File: config.mk
export PLATFORM = sky130hd
export DESIGN_NAME = param_stack_flat
export DESIGN_NICKNAME = d
export VERILOG_FILES = /design/src/rtl/param_stack_if.sv /design/src/rtl/param_stack.sv /design/src/flat_wrapper.sv
export SDC_FILE = /design/constraint.sdc
export NUM_CORES = 1
export LEC_CHECK = 0
export CAP_MARGIN = 20
export CORE_ASPECT_RATIO = 0.8
export CORE_MARGIN = 2
export CORE_UTILIZATION = 65
export DETAILED_ROUTE_END_ITERATION = 16
export PLACE_DENSITY_LB_ADDON = 0.12
export SETUP_SLACK_MARGIN = 0.05
export SLEW_MARGIN = 20
export SYNTH_ARGS = -nofsm -noshare
export SYNTH_HDL_FRONTEND = slang
export SYNTH_SLANG_ARGS = --single-unit
File: constraint.sdc
create_clock -name clk -period 7.65 [get_ports clk]
set_input_delay 1.1475 -clock clk [delete_from_list [all_inputs] [get_ports clk]]
set_output_delay 1.1475 -clock clk [all_outputs]
set_load 0.005 [all_outputs]
File: src/rtl/param_stack_if.sv
// Push/pop bus between the control unit (master) and the parametrised LIFO (slave).
// Widths follow the stack's WIDTH/DEPTH so both ends agree on data and count sizes.
interface param_stack_if #(
    parameter int unsigned WIDTH = 32,
    parameter int unsigned DEPTH = 32
);
    localparam int unsigned CW = $clog2(DEPTH + 1);

    logic             push;
    logic             pop;
    logic [WIDTH-1:0] din;
    logic             err_clr;
    logic [WIDTH-1:0] dout;
    logic             dout_valid;
    logic [WIDTH-1:0] top;
    logic [CW-1:0]    count;
    logic             empty;
    logic             full;
    logic             overflow;
    logic             underflow;

    modport master (
        output push, pop, din, err_clr,
        input  dout, dout_valid, top, count, empty, full, overflow, underflow
    );

    modport slave (
        input  push, pop, din, err_clr,
        output dout, dout_valid, top, count, empty, full, overflow, underflow
    );
endinterface

File: src/rtl/param_stack.sv
// Parametrised LIFO with replace-top, status flags and overflow/underflow reporting.
// Optional feature macro: STACK_STICKY_ERR_EN (sticky error flags cleared by err_clr).
module param_stack #(
    parameter int unsigned WIDTH = 32,
    parameter int unsigned DEPTH = 32
) (
    input  logic         clk,
    input  logic         reset,
    param_stack_if.slave bus
);
    localparam int unsigned CW = $clog2(DEPTH + 1);
    localparam int unsigned AW = (DEPTH > 1) ? $clog2(DEPTH) : 1;

    typedef enum logic [2:0] {
        OP_IDLE,
        OP_PUSH,
        OP_POP,
        OP_REPL,
        OP_PASS,
        OP_OVF,
        OP_UNF
    } op_e;

    logic [WIDTH-1:0] mem [DEPTH];

    logic [CW-1:0]    count_q, count_n;
    logic [WIDTH-1:0] dout_q, dout_n;
    logic             dv_q, dv_n;
    logic             ovf_q, ovf_n;
    logic             unf_q, unf_n;

    op_e              op_c;
    logic             empty_c;
    logic             full_c;
    logic [AW-1:0]    top_idx_c;
    logic [WIDTH-1:0] top_c;
    logic             wr_en_c;
    logic [AW-1:0]    wr_idx_c;
    logic             ovf_evt_c;
    logic             unf_evt_c;

    assign empty_c   = (count_q == CW'(0));
    assign full_c    = (count_q == CW'(DEPTH));
    assign top_idx_c = AW'(count_q - CW'(1));
    assign top_c     = empty_c ? '0 : mem[top_idx_c];

    // Decode the cycle's operation from the request pair and current occupancy.
    always_comb begin
        op_c = OP_IDLE;
        case ({bus.push, bus.pop})
            2'b10:   op_c = full_c  ? OP_OVF  : OP_PUSH;
            2'b01:   op_c = empty_c ? OP_UNF  : OP_POP;
            2'b11:   op_c = empty_c ? OP_PASS : OP_REPL;
            default: op_c = OP_IDLE;
        endcase
    end

    always_comb begin
        count_n   = count_q;
        dout_n    = dout_q;
        dv_n      = 1'b0;
        wr_en_c   = 1'b0;
        wr_idx_c  = AW'(count_q);
        ovf_evt_c = 1'b0;
        unf_evt_c = 1'b0;
        case (op_c)
            OP_PUSH: begin
                wr_en_c = 1'b1;
                count_n = count_q + CW'(1);
            end
            OP_POP: begin
                dout_n  = top_c;
                dv_n    = 1'b1;
                count_n = count_q - CW'(1);
            end
            OP_REPL: begin
                dout_n   = top_c;
                dv_n     = 1'b1;
                wr_en_c  = 1'b1;
                wr_idx_c = top_idx_c;
            end
            OP_PASS: begin
                dout_n = bus.din;
                dv_n   = 1'b1;
            end
            OP_OVF:  ovf_evt_c = 1'b1;
            OP_UNF:  unf_evt_c = 1'b1;
            default: ;
        endcase
`ifdef STACK_STICKY_ERR_EN
        // A fresh error in the same cycle takes precedence over the clear.
        ovf_n = ovf_evt_c | (ovf_q & ~bus.err_clr);
        unf_n = unf_evt_c | (unf_q & ~bus.err_clr);
`else
        ovf_n = ovf_evt_c;
        unf_n = unf_evt_c;
`endif
    end

`ifndef STACK_STICKY_ERR_EN
    logic unused_err_clr;
    assign unused_err_clr = bus.err_clr;
`endif

    always_ff @(posedge clk) begin
        if (reset) begin
            count_q <= '0;
            dout_q  <= '0;
            dv_q    <= 1'b0;
            ovf_q   <= 1'b0;
            unf_q   <= 1'b0;
        end else begin
            count_q <= count_n;
            dout_q  <= dout_n;
            dv_q    <= dv_n;
            ovf_q   <= ovf_n;
            unf_q   <= unf_n;
        end
    end

    // Storage needs no reset; a write coinciding with reset is discarded.
    always_ff @(posedge clk) begin
        if (wr_en_c && !reset) begin
            mem[wr_idx_c] <= bus.din;
        end
    end

    assign bus.dout       = dout_q;
    assign bus.dout_valid = dv_q;
    assign bus.top        = top_c;
    assign bus.count      = count_q;
    assign bus.empty      = empty_c;
    assign bus.full       = full_c;
    assign bus.overflow   = ovf_q;
    assign bus.underflow  = unf_q;
endmodule

File: src/flat_wrapper.sv
// flat-port wrapper written by rule: the top's interface ports become plain ports
module param_stack_flat 
#(
    parameter int unsigned WIDTH = 32,
    parameter int unsigned DEPTH = 32
)
  (clk, reset, bus_push, bus_pop, bus_din, bus_err_clr, bus_dout, bus_dout_valid, bus_top, bus_count, bus_empty, bus_full, bus_overflow, bus_underflow);
  param_stack_if #(.WIDTH(WIDTH), .DEPTH(DEPTH)) bus_i ();
  input  logic clk;
  input  logic reset;
  input wire logic [$bits(bus_i.push)-1:0] bus_push;
  input wire logic [$bits(bus_i.pop)-1:0] bus_pop;
  input wire logic [$bits(bus_i.din)-1:0] bus_din;
  input wire logic [$bits(bus_i.err_clr)-1:0] bus_err_clr;
  output wire logic [$bits(bus_i.dout)-1:0] bus_dout;
  output wire logic [$bits(bus_i.dout_valid)-1:0] bus_dout_valid;
  output wire logic [$bits(bus_i.top)-1:0] bus_top;
  output wire logic [$bits(bus_i.count)-1:0] bus_count;
  output wire logic [$bits(bus_i.empty)-1:0] bus_empty;
  output wire logic [$bits(bus_i.full)-1:0] bus_full;
  output wire logic [$bits(bus_i.overflow)-1:0] bus_overflow;
  output wire logic [$bits(bus_i.underflow)-1:0] bus_underflow;
  assign bus_i.push = bus_push;
  assign bus_i.pop = bus_pop;
  assign bus_i.din = bus_din;
  assign bus_i.err_clr = bus_err_clr;
  assign bus_dout = bus_i.dout;
  assign bus_dout_valid = bus_i.dout_valid;
  assign bus_top = bus_i.top;
  assign bus_count = bus_i.count;
  assign bus_empty = bus_i.empty;
  assign bus_full = bus_i.full;
  assign bus_overflow = bus_i.overflow;
  assign bus_underflow = bus_i.underflow;
  param_stack #(.WIDTH(WIDTH), .DEPTH(DEPTH)) u_core (.clk(clk), .reset(reset), .bus(bus_i));
endmodule
== Word-level counts from Yosys, hierarchy flattened ==
Memory sizes are Yosys's and may differ from the RTL's.
Index checks and enable logic that the tools add are counted.
Word-level totals
  memories kept: 1
  latch bits: 0
  input bits: 37
  memory bits (read-only): 0
  output and inout bits: 75
  bits in writable memories: 1024
  bits in registers: 41
Memories
  u_core.mem: words 32, bits a word 32, rd ports 1, clocked after Yosys merged registers in 0, wr ports 1, line param_stack.sv:24  | logic [WIDTH-1:0] mem [DEPTH];
Operators by class
  $lt $le $gt $ge: 0
  shift-type cells: 0
  divide/modulo/power cells: 0
  eq/ne operators: 10
  bitwise operators: 0
  multiplexer cells: 14
  $add $sub $neg: 2
  $mul: 0
  reduce and logical (&&, ||, !) cells: 8
Operators by type and width (count)
  one-hot mux 32 bit (2 select lines): 1
  2-to-1 mux 32 bit: 1
  one-hot mux 6 bit (2 select lines): 1
  equality test 3 bit, second input constant: 3
  2-to-1 mux 3 bit: 3
  one-hot mux 3 bit (3 select lines): 1
  adder 6 x 1 -> 6 bit, second input constant: 1
  equality test 3 x 2 -> 1 bit, second input constant: 2
  equality test 6 bit, second input constant: 1
  logical NOT 6 bit: 1
  2-to-1 mux 1 bit: 6
  subtractor 6 x 1 -> 6 bit, second input constant: 1
  2-to-1 mux 5 bit: 1
  equality test 2 bit, second input constant: 2
  nonzero test 2 bit: 2
  OR reduction 2 bit: 2
  equality test 3 x 1 -> 1 bit, second input constant: 1
  OR reduction 3 bit: 1
  equality test 2 x 1 -> 1 bit, second input constant: 1
  logical AND 1 bit: 1
  logical NOT 1 bit: 1

== Logic depth before layout (Yosys ltp) ==
  depth after elaboration: 9
  gate-level depth with buffers: 14
  mapped depth without buffers: 8

== Worst setup path before layout ==
Ideal clock, no wire load.
  path kind: register -> register
  from: register u_core.count_q[0] (netlist: u_core.bus.count[0])
  to: memory u_core.mem[6][0], enable pin
  stages on the path, launching flop included: 13
  period minus slack after synthesis: 5.234 ns
  slack: 2.416 ns
  required time: 7.189 ns
  buffers on the path: 7
  data arrival time: 4.773 ns
  path through: dfxtp_1 -> buf_6 -> buf_4 -> clkinv_1 -> ha_1 -> buf_2 -> buf_2 -> buf_4 -> buf_2 -> clkbuf_1 -> nor3_1 -> mux2i_1 -> nor3_1
On the way
  word-level cells in the longest chain between the ends: 9
Ends and longest elaborated chain
  from (decl): line param_stack.sv:26  | logic [CW-1:0] count_q, count_n;
  from (signal assigned): line param_stack.sv:113  | count_q <= count_n;
  equality test 6 bit / logical NOT 6 bit (equally long branches): line param_stack.sv:43, param_stack.sv:42
  2-to-1 mux 3 bit, on equally long branches: line param_stack.sv:51, param_stack.sv:52, param_stack.sv:53
  one-hot mux 3 bit (3 select lines): line param_stack.sv:50  | case ({bus.push, bus.pop})
  equality test 3 x 1 -> 1 bit / equality test 3 x 2 -> 1 bit (equally long branches): line param_stack.sv:66  | case (op_c)
  OR reduction 2 bit (no line)
  2-to-1 mux 1 bit: line param_stack.sv:66
  logical AND 1 bit: line param_stack.sv:123  | if (wr_en_c && !reset) begin
  2-to-1 mux 1 bit: line param_stack.sv:123
  2-to-1 mux 1 bit (implied by the code): line param_stack.sv:124  | mem[wr_idx_c] <= bus.din;
  to (decl): line param_stack.sv:24
Parallel ways exist; a longest one is shown, timed or not.

== Worst setup path in the final report ==
  from: register u_core.count_q[0] (netlist: u_core.bus.count[0])
  to: output port bus_top[0]
On the way
  word-level cells in the longest chain between the ends: 3
Ends and longest elaborated chain
  subtractor 6 x 1 -> 6 bit: line param_stack.sv:44  | assign top_idx_c = AW'(count_q - CW'(1));
  memory (32 x 32 bit)
  2-to-1 mux 32 bit (*): line param_stack.sv:45  | assign top_c = empty_c ? '0 : mem[top_idx_c];
  to (decl): line flat_wrapper.sv:17  | output wire logic [$bits(bus_i.top)-1:0] bus_top;
Mark *: on every way between the ends. The rest lies on a longest branch, timed or not.

==> run_results.csv <==
group,metric,value,unit
run_status,status,"finished clean",
global_route,grt-ovfl-total,0,
floorplanning,core-area,0.0627,mm^2
power,cellPowerDensity,377,mW/mm^2
synthesis,synth_area_leader_cell,"edfxtp_1",
timing,max_freq,0.155,GHz
critical_path,cp-start-kind,"flip-flop",
global_route,grt_pass1_wl,149000,um
routing,routedWlPerCell,32.7,um
global_route,antenna_found_initial,4,
clocking,clock_sinks,1065,
critical_path,cpLargestDelayFamily,"buffers and inverters",
synthesis,syn_area,0.0413,mm^2
routing,dr.pass1.iters,6,
global_route,grt_pass1_vias,21700,
routing,vias_per_cell,6.86,
critical_path,slowest_stage,"ha_4",
timing,drv_slew,0,
synthesis,synth_nets,2126,
floorplanning,dieArea,0.0656,mm^2
clocking,cts-resized-gates,0,
power,power,17.8,mW
placement,port_buffers,110,
synthesis,synth_cell_types,49,
critical_path,path_class,"flip-flop to output pin",
floorplanning,fp-row-count,82,
placement,dpl.cell_count,2988,
critical_path,required,6.50,ns
placement,hpwl,53400,um
routing,antenna_left,0,
timing,grt_setup_unrepaired,"false",
finish,diodes,0,
placement,gp_congestion,0.815,
timing,setup_ws,1.18,ns
timing,finalSetupViolCount,0,
clocking,cts_buffers,97,
timing,period_share,84.6,%
critical_path,critical_path_arrival,5.32,ns
timing,tns,0,ns
min_path,hp-class,"flip-flop to flip-flop",
routing,vias,21800,
synthesis,postSynthCellCount,2087,
clocking,cts_tree,"done",
routing,drc_errors,0,
timing,hold_slack,0.511,ns
synthesis,ys.flop_type,"edfxtp_1",
synthesis,synthArstFlopShare,0,%
timing,layout_min_cycle_time,6.47,ns
power,ir_drop,366,uV
critical_path,crit_chain,"clkinv_1, ha_4, buf_4, mux4_2, nand2_1, a21oi_1, or4_1, clkdlybuf4s50_1",
finish,nFillCells,3425,
clocking,htreeDepth,3,
finish,fin_cells,3172,
critical_path,worstPathMaxFanout,56,
finish,drive_gt1_share,25.0,%
placement,post-place-ws,1.87,ns
floorplanning,pin_count,112,
timing,maxSlewHeadroom,21.5,%
flow_run,maxCapViolations,0,
finish,num-nets-final,2289,
critical_path,cpPeakStageDelay,1.06,ns
floorplanning,die_x,286,um
floorplanning,start_util,65.8,%
synthesis,synthTopCellsByArea,"edfxtp_1, mux4_2, nand2_1",
clocking,clk_pin_slew,0.06,ns
synthesis,ys_ff_latch,1065,
synthesis,synth-edff-count,1024,
finish,final_common_cell,"edfxtp_1",
timing,worst_pin_slew,1.17,ns
synthesis,avgSynthCellArea,19.8,um^2
clocking,clk_path_buf_depth,3,
clocking,clk-insertion-delay-late,0.65,ns
timing,fin_skew,0.0187,ns
finish,syn_to_final_growth,14.2,%
clocking,cts_setup_buffers,0,
synthesis,synth_top_area_share,74.5,%
clocking,clockRootBuffer,"clkbuf_16",
clocking,cts-hold-fix-buffers,0,
global_route,grt_max_degree,116,
global_route,grtUsageTotal,32.4,%
power,power.leakage,14.9,nW
synthesis,ys_seq_area_share,76.5,%
critical_path,cp-end-kind,"output pin",
critical_path,crit_buf_inv,3,
routing,drtIter0Drc,3120,
synthesis,synth_warnings,0,
routing,routed_wl,104000,um
floorplanning,dieHeight,229,um
finish,final_cell_mix,"edfxtp_1, mux4_2, nand2_1",
timing,final_hold_viol_count,0,
layout make-up:
cell class / count / area, um^2 / area share (%)
sequential: 1065 / 31600 / 67.0
multi-input combinational: 892 / 9390 / 19.9
clock buffer: 123 / 2650 / 5.63
timing repair buffer: 183 / 1720 / 3.65
tap: 840 / 1050 / 2.23
clock inverter: 58 / 708 / 1.50
inverter: 11 / 41.3 / 0.0876
metal layers:
layer / part of all wire [%] / vias up / global-route usage [%]
met5: 0.021 / - / 0
met4: 3.3 / 4 / 10.1
met3: 11 / 213 / 7.58
met2: 48 / 1405 / 49.7
met1: 38 / 11400 / 47.3
li1: - / 8793 / -
path summary, 6_finish.rpt:
kind / from / depth (start not counted) / slack (ns) / endpoint
worst min-delay path: u_core.bus.dout[20] / 2 / 0.51 / u_core.bus.dout[20]
worst min register to register: u_core.bus.dout[20] / 2 / 0.51 / u_core.bus.dout[20]
worst max register to register: u_core.bus.count[0] / 8 / 2.67 / u_core.mem[8][3]
worst max-delay path: u_core.bus.count[0] / 8 / 1.18 / bus_top[0]
state kept, by name, indices dropped and copies added (netlist names):
register               count
u_core.mem              1024
u_core.bus.dout_valid      1
u_core.bus.overflow        1
u_core.bus.underflow       1
u_core.bus.count           6
u_core.bus.dout           32
stage by stage:
stage                     area (um^2)  utilization (%)
final                           47100             75.2
after global routing            47100             75.2
after CTS                       47200             75.2
after detailed placement        43800             69.9
after global placement          43700             69.7
after floorplan                 41300                -
power breakdown:
part           internal (mW)  switching, mW
sequential              6.61          0.148
combinational           2.56           3.41
clock                   3.00           2.07
cells in the mapped netlist, types with 2 or more instances:
master	instances
inv_1	9
a211oi_1	6
o211ai_1	2
o221a_1	5
edfxtp_1	1024
mux4_2	256
a22oi_1	4
nor4_1	2
xnor2_1	9
or4_1	12
mux2i_1	15
o21ai_0	8
nand2_1	251
o221a_2	24
nor3_1	17
dfxtp_1	41
and2_1	3
a21oi_1	115
nand4_1	4
xor2_1	3
buf_6	5
o22ai_1	9
buf_2	34
or4_4	14
nand2b_1	7
clkbuf_1	47
buf_1	17
a211o_1	2
buf_4	16
ha_1	2
a31oi_1	6
clkinv_1	2
nor2_1	99
nand3_1	2
cell families after synthesis:
kind of cell	share of synthesized area (%)
compound gates	2.83
xor+xnor	0.294
fa+ha+maj	0.0606
buf+inv	1.52
flops	76.5
mux	14.3
simple gates	4.49
tightest hold or removal path: cells and delay by family, from the launching register on:
family / cells / cell delay (ns)
simple gates: 1 / 0.10
flops: 1 / 0.31
compound gates: 1 / 0.05
No activity file was read; power rests on OpenSTA's default activity.
